**src/rtl/data_mem_ctrl.sv**
```systemverilog
// Single-port word memory with a load/store request/response handshake, RISC-V sized accesses.
// Define MISALIGN_TRAP_EN to report misaligned accesses as errors instead of aligning them down.
module data_mem_ctrl #(
  parameter int unsigned DEPTH    = 64,
  parameter int unsigned READ_LAT = 1
) (
  input  logic        clk,
  input  logic        rst,
  input  logic        req_valid,
  output logic        req_ready,
  input  logic        req_we,
  input  logic [2:0]  req_size,
  input  logic [31:0] req_addr,
  input  logic [31:0] req_wdata,
  output logic        rsp_valid,
  input  logic        rsp_ready,
  output logic [31:0] rsp_rdata,
  output logic        rsp_err
);

  localparam int unsigned AW = $clog2(DEPTH);

  typedef enum logic [1:0] {IDLE, WAIT, RESP} state_t;

  state_t      state, state_nx;
  logic [1:0]  cnt, cnt_nx;
  logic [31:0] rdata_q, rdata_nx;
  logic        err_q, err_nx;
  logic [31:0] mem [DEPTH];

  logic [1:0]  sz;
  logic        uns, unsupported, misaligned, in_range, acc_err;
  logic [1:0]  lo;
  logic [29:0] widx;
  logic [AW-1:0] idx;
  logic [31:0] rword, load_data, wdata_rep;
  logic [7:0]  rbyte;
  logic [15:0] rhalf;
  logic [3:0]  be;
  logic        accept, do_write;

  assign sz          = req_size[1:0];
  assign uns         = req_size[2];
  assign unsupported = (sz == 2'b11) || (uns && sz == 2'b10);
  assign misaligned  = (sz == 2'b01 && req_addr[0]) || (sz == 2'b10 && req_addr[1:0] != 2'b00);
  assign widx        = req_addr[31:2];
  assign in_range    = widx < 30'(DEPTH);
  assign idx         = widx[AW-1:0];

`ifdef MISALIGN_TRAP_EN
  assign lo      = req_addr[1:0];
  assign acc_err = !in_range || unsupported || misaligned;
`else
  // Misaligned halves/words are aligned down and treated as legal.
  always_comb begin
    lo = req_addr[1:0];
    if (sz == 2'b01 && misaligned)      lo = {req_addr[1], 1'b0};
    else if (sz == 2'b10 && misaligned) lo = 2'b00;
  end
  assign acc_err = !in_range || unsupported;
`endif

  assign rword = mem[idx];
  assign rbyte = rword[{lo, 3'b000} +: 8];
  assign rhalf = lo[1] ? rword[31:16] : rword[15:0];

  always_comb begin
    load_data = rword;
    wdata_rep = req_wdata;
    be        = 4'b1111;
    case (sz)
      2'b00: begin
        load_data = uns ? {24'h0, rbyte} : {{24{rbyte[7]}}, rbyte};
        wdata_rep = {4{req_wdata[7:0]}};
        be        = 4'b0001 << lo;
      end
      2'b01: begin
        load_data = uns ? {16'h0, rhalf} : {{16{rhalf[15]}}, rhalf};
        wdata_rep = {2{req_wdata[15:0]}};
        be        = lo[1] ? 4'b1100 : 4'b0011;
      end
      default: ;
    endcase
  end

  assign accept   = (state == IDLE) && req_valid;
  assign do_write = accept && req_we && !acc_err;

  always_comb begin
    state_nx = state;
    cnt_nx   = cnt;
    rdata_nx = rdata_q;
    err_nx   = err_q;
    case (state)
      IDLE: if (req_valid) begin
        err_nx   = acc_err;
        rdata_nx = (req_we || acc_err) ? '0 : load_data;
        cnt_nx   = '0;
        state_nx = (req_we || READ_LAT == 1) ? RESP : WAIT;
      end
      WAIT: begin
        // WAIT spans READ_LAT-1 cycles: cnt runs 0 .. READ_LAT-2.
        if (cnt == 2'(READ_LAT - 2)) state_nx = RESP;
        else                         cnt_nx   = cnt + 2'd1;
      end
      RESP: if (rsp_ready) state_nx = IDLE;
      default: state_nx = IDLE;
    endcase
  end

  always_ff @(posedge clk) begin
    if (rst) begin
      state   <= IDLE;
      cnt     <= '0;
      rdata_q <= '0;
      err_q   <= 1'b0;
      for (int unsigned i = 0; i < DEPTH; i++) mem[AW'(i)] <= '0;
    end else begin
      state   <= state_nx;
      cnt     <= cnt_nx;
      rdata_q <= rdata_nx;
      err_q   <= err_nx;
      for (int unsigned b = 0; b < 4; b++)
        if (do_write && be[b]) mem[idx][8*b +: 8] <= wdata_rep[8*b +: 8];
    end
  end

  assign req_ready = (state == IDLE);
  assign rsp_valid = (state == RESP);
  assign rsp_rdata = rdata_q;
  assign rsp_err   = err_q;

endmodule

```
**config.mk**
```make
export PLATFORM = sky130hd
export DESIGN_NAME = data_mem_ctrl
export DESIGN_NICKNAME = d
export VERILOG_FILES = /design/src/rtl/data_mem_ctrl.sv
export SDC_FILE = /design/constraint.sdc
export NUM_CORES = 2
export LEC_CHECK = 0
export CORE_AREA = 5 5 414 416
export DETAILED_ROUTE_END_ITERATION = 10
export DIE_AREA = 0 0 419 421
export PLACE_DENSITY = 0.78
export SLEW_MARGIN = 20
export SYNTH_ARGS = -nofsm -noshare
export SYNTH_HDL_FRONTEND = slang
export SYNTH_SLANG_ARGS = --single-unit
```
**constraint.sdc**
```tcl
create_clock -name clk -period 3.4 [get_ports clk]
set_input_delay 0.68 -clock clk [delete_from_list [all_inputs] [get_ports clk]]
set_output_delay 0.68 -clock clk [all_outputs]
set_load 0.01 [all_outputs]
```
### Word-level counts from Yosys, hierarchy flattened

Memory sizes are Yosys's and may differ from the RTL's.
Cells that the tools add are included.

| cells by class | value |
|---|---|
| shift-type cells | 2 |
| reductions and logical operators | 26 |
| multiplexer cells | 34 |
| order comparisons | 1 |
| add/subtract/negate cells | 1 |
| eq/ne operators | 10 |

Operators with widths:

| cell | count |
|---|---|
| two-way mux 32 bit | 4 |
| one-hot mux 32 bit (2 select lines) | 2 |
| OR reduction 32 bit | 1 |
| variable part select 32 x 6 -> 8 bit | 1 |
| < comparator 30 x 7 -> 1 bit, second input constant | 1 |
| two-way mux 16 bit | 1 |
| two-way mux 1 bit | 14 |
| two-way mux 2 bit | 7 |
| logical AND 1 bit | 12 |
| == test 2 bit, second input constant | 4 |
| two-way mux 4 bit | 2 |
| one-hot mux 4 bit (2 select lines) | 1 |
| two-way mux 6 bit | 1 |
| inequality test 2 bit, second input constant | 3 |
| one-hot mux 2 bit (3 select lines) | 1 |
| AND reduction 3 bit | 2 |
| == test 2 x 1 -> 1 bit, second input constant | 2 |
| logical NOT 2 bit | 2 |
| logical OR 1 bit | 4 |
| one-hot mux 2 bit (2 select lines) | 1 |
| nonzero test 2 bit | 2 |
| left shift 1 x 2 -> 4 bit, first input constant | 1 |
| adder 2 x 1 -> 2 bit, second input constant | 1 |
| logical NOT 1 bit | 2 |
| other kinds (2) | 2 |

| word-level totals | value |
|---|---|
| memory bits (writable) | 2,048 |
| output and inout bits | 35 |
| register bits after elaboration | 37 |
| logic and storage cells | 79 |
| memories kept | 1 |
| input port bits | 72 |

Memory list:

| name | words | width | rd ports | clocked after memory_dff | write ports | RTL line | RTL |
|---|---|---|---|---|---|---|---|
| mem | 64 | 32 | 1 | 0 | 64 | 29 | `logic [31:0] mem [DEPTH];` |

### Depth between registers and ports, before layout

| depth | value |
|---|---|
| depth in word-level cells | 14 |
| depth in mapped cells | 14 |
| gate-level depth less buffers | 8 |

### Worst setup path after synthesis

OpenSTA, ideal clock, no wires.

| timing | value |
|---|---|
| path type | input port to flip-flop |
| start | input port req_addr[18] |
| end | memory mem[22][10], enable pin |
| cell stages on the path | 9 |
| data arrival time | 2.887 ns |
| setup slack | 0.138 ns |
| buffers on the path | 3 |
| library setup time | 0.375 ns |
| required time | 3.025 ns |
| cell sequence | or4_1 -> nor2_1 -> and3_1 -> and3b_1 -> clkbuf_1 -> o21ai_1 -> clkbuf_1 -> buf_1 -> o21bai_1 |

RTL lines:

| what | RTL line | RTL |
|---|---|---|
| from (decl) | 13 | `input logic [31:0] req_addr,` |
| to (decl) | 29 |  |

### Final worst setup path

| timing | value |
|---|---|
| start | input port req_addr[6] |
| end | register rdata_q[31], in the netlist rsp_rdata[31] |

| on the way | value |
|---|---|
| cells in the longest elaborated chain, start to end | 5 |
| elaborated cells between the ends (all ways) | 11 |
| classes of those cells | order compare (1); shift (1); mux (5); reduce/logical (3); memory (1) |

RTL lines:

| what | RTL line | RTL |
|---|---|---|
| memory read (64 x 32 bit) or < comparator 30 x 7 -> 1 bit (tied branches) | -- |  |
| variable part select 32 x 6 -> 8 bit, or another cell as far along | 64 | `assign rbyte = rword[{lo, 3'b000} +: 8];` |
| two-way mux 32 bit, or another cell as far along | 73 | `load_data = uns ? {24'h0, rbyte} : {{24{rbyte[7]}}, rbyte};` |
| one-hot mux 32 bit (2 select lines) or logical OR 1 bit (tied branches) | 71, 97 |  |
| two-way mux 32 bit (*) | 97 | `rdata_nx = (req_we \|\| acc_err) ? '0 : load_data;` |
| to (signal assigned) | 121 | `rdata_q <= rdata_nx;` |
| to (decl) | 27 | `logic [31:0] rdata_q, rdata_nx;` |

Every way passes the cells marked *; elsewhere a longest branch is shown, timed or not.
A chain may end at the register's enable or synchronous reset.

==> results.ini <==
[sta]
maxSlewViolCount = 0
hold_violations = 0
max_clock_freq_ghz = 0.2911
relSlewSlack_pct = 21.54
setup_viol = 1
worst_pin_slew_ps = 1165
period_needed_ps = 3435
fin_ws_ps = -35.06
grt_setup_unrepaired = no
finClkSkew_ps = 60.40
fin_crit_sh_pct = 101.0

[grt]
grt_start_max_net_pins = 113
grt_pass1_vias = 69770
grt_pass1_wl_um = 518200
grt_antenna_before_repair = 28
grt_usage_pct = 41.48
grt_overflow = 0

[clock_tree]
clk_pin_slew_ps = 60
clk_latency_ps = 910
cts_buffer_depth = 3
cts_tree = done
cts-buffers-inserted = 206
cts_htree_levels = 4
clock_sinks = 2082
cts_setup_buffers = 0
hold_buffers = 0
cts_root_buffer = clkbuf_16

[die]
io_pins = 107
core_area_sq_mm = 0.1668
start_util_pct = 54.86
fp.dieH_um = 421
rows = 150
die_width_um = 419
die-area_sq_mm = 0.1764

[pwr]
powerDensity_mw_per_mm2 = 518.3
comb_power_share_pct = 9.0
power_frac_seq_pct = 50.7
p_int_mw = 43.97
power_mw = 57.84
power_frac_clock_pct = 40.2
p_leak_nw = 38.10
peakVddDrop_v = 0.0006082
p_switching_mw = 13.86
p_sw_share_pct = 23.97

[synthesis]
syn_avg_cell_area_sq_um = 12.78
synth_ff_type = edfxtp_1
ys_ff_latch = 2082
synth_warnings = 0
synth-edff-count = 2048
syn_nets = 7234
ys_seq_area_share_pct = 67.93
synth_area_sq_mm = 0.09153
yosysUniqueCellTypes = 86
ys_async_sr_fraction_pct = 0
synth_cells = 7162

[placement]
place.gp.congestion = 1.083
dp_hpwl_um = 262500
pre_cts_ws_ps = -953.3
io_buffers = 106

[cells_and_area]
fill_cells = 11600
fin_util_pct = 66.88
multiInputGateArea_sq_mm = 0.02621
final_layout_size_suffix_gt1_share_pct = 23.32
mostFrequentLayoutCells = 2135 x nor2_1, 2048 x edfxtp_1, 1176 x buf_4
syn_to_final_growth_pct = 21.91
final_common_cell = nor2_1
seqCellArea_sq_mm = 0.06218
final_nets = 8205

[setup_path]
cp-end-kind = register
crit_top_cell = buf_4
cpPeakStageDelay_ps = 610
rr_startpoint = mem[0][26]$_SDFFCE_PN0P_
crit_chain = buf_2 -> buf_4 -> buf_4 -> nor2_1 -> nand2_1 -> buf_4 -> o22ai_1 -> buf_4 -> nor3_2 -> buf_4 -> a311oi_1 -> buf_4 -> o21ai_2 -> a21oi_1
cp.required_ps = 4190
rrSetupSlack_ps = 200
ff2ff_path_depth = 10
worst-endpoint-arrival_ps = 4230
worst-setup-path-type = primary input to register
crit_slowest_cell = nor2_1
worst_setup_path_start_kind = primary input
r2r_end = rsp_rdata[10]$_SDFFE_PP0P_
crit_path_max_fanout = 14

[run_status]
violations = setup timing
outcome = finished, violations left

[min_path]
worstHoldPathType = primary input to register
holdPathStages = 2
hold_end = state[1]$_SDFFE_PP0P_
hp-start = rst

[routing]
routed_wl_um = 371100
drc = 0
drtPass1Iterations = 7
drt-initial-drc-count = 13990
wl_per_cell_um = 35.22
viasPerCell = 6.893
num_vias = 72630
drt.antenna.violating_nets = 0

[run]
drv_cap = 0

how the worst max path moves through the flow:
| stage | start | endpoint | slack (ps) | cells after the start |
|---|---|---|---|---|
| after floorplan | req_addr[18] | mem[22][10]$_SDFFCE_PN0P_ | 140 | 9 |
| after global placement | req_addr[3] | rsp_rdata[6]$_SDFFE_PP0P_ | -980 | 15 |
| final | req_addr[6] | rsp_rdata[31]$_SDFFE_PP0P_ | -40 | 14 |
| after CTS | req_addr[4] | rsp_rdata[31]$_SDFFE_PP0P_ | 50 | 15 |
| after detailed placement | req_addr[4] | rsp_rdata[6]$_SDFFE_PP0P_ | -950 | 15 |
| after global routing | req_addr[4] | rsp_rdata[31]$_SDFFE_PP0P_ | 40 | 15 |
sequential cells by signal, summed over array words and instances, names as in the netlist:
signal     count
mem         2048
rsp_rdata     32
rsp_err        1
state          1
synth_stat cells (all sizes together) (7+ instances only):
cell type,number,area (sq um)
buf,308,1783
nor4,20,137.6
a221o,26,260.3
dfxtp,34,680.7
and2,7,43.79
nand3,36,180.2
or2,12,75.08
o21ai,78,401.6
a41oi,19,166.4
nand2,276,1036
a2111oi,9,92.59
mux2,91,1025
and4,18,157.7
nand3b,11,82.58
nand4,42,262.8
edfxtp,2048,61500
o211ai,20,155.1
mux4,117,2635
nor2,2140,8033
clkbuf,394,1479
a222oi,23,230.2
a22o,49,429.2
nand2b,10,62.56
a311oi,9,78.83
and3b,7,65.06
o22a,12,105.1
a21oi,108,540.5
a211oi,25,187.7
nor3,22,120.1
nand4b,8,70.07
a21o,11,82.58
a221oi,115,1020
o221ai,8,70.07
a41o,7,70.07
inv,12,45.04
and3,10,62.56
a31oi,43,275.3
mux2i,194,1942
o21bai,256,1922
a22oi,375,2815
o22ai,58,362.9
o2bb2ai,17,148.9
nor2b,12,75.07
through the flow:
stage | area (sq um) | hold WS [ps] | cells | setup TNS (ps)
3_5_place_dp | 104700 | 465.8 | 10130 | -76450
4_1_cts | 111500 | 95.55 | 10510 | 0
6_report | 111600 | 134.8 | 10540 | -35.06
3_3_place_gp | 104700 | 448.0 | 10130 | -78390
5_1_grt | 111500 | 96.21 | 10520 | 0
2_1_floorplan | 91530 | 477.5 | 7162 | 0
what timing repair did:
action	CTS	global route
gates resized for setup	2	1
setup endpoints to repair	8	25
cloned	0	0
cell families after synthesis:
group,count (synthesis),share of synthesized area (%)
flops,2082,67.93
buf+inv,714,3.613
mux,402,6.120
simple gates,2661,11.73
compound gates,1303,10.61
worst max-delay path: cells and delay by family:
kind	cells	cell delay (ps)
compound gates	4	1090
simple gates	3	1010
buf+inv	7	1430
final cells by class:
cell class | count | area share (%)
clock inverter | 133 | 1.265
inverter | 12 | 0.04261
multi-input combinational | 4366 | 23.49
sequential | 2082 | 55.72
antenna | 28 | 0.06279
tap | 2204 | 2.471
timing repair buffer | 1465 | 12.15
clock buffer | 247 | 4.796
metal layers:
layer | up-vias | track usage, % | wire length (um)
met5 | - | 0 | 127
met4 | 20 | 30.60 | 36470
met3 | 1787 | 14.43 | 59660
met2 | 7106 | 60.17 | 158500
met1 | 35190 | 51.63 | 116400
li1 | 28530 | - | -
power groups by stage:
stage                     clock network, mW  registers [mW]  logic [mW]
final                                  23.3            29.3        5.23
after detailed placement                  0            29.9        4.93
after CTS                              23.2            29.3        4.96
after floorplan                           0            29.7        2.09
after global placement                    0            29.8        4.89
after global routing                   24.3            29.4        5.21
No activity file was read; power rests on OpenSTA's default activity.
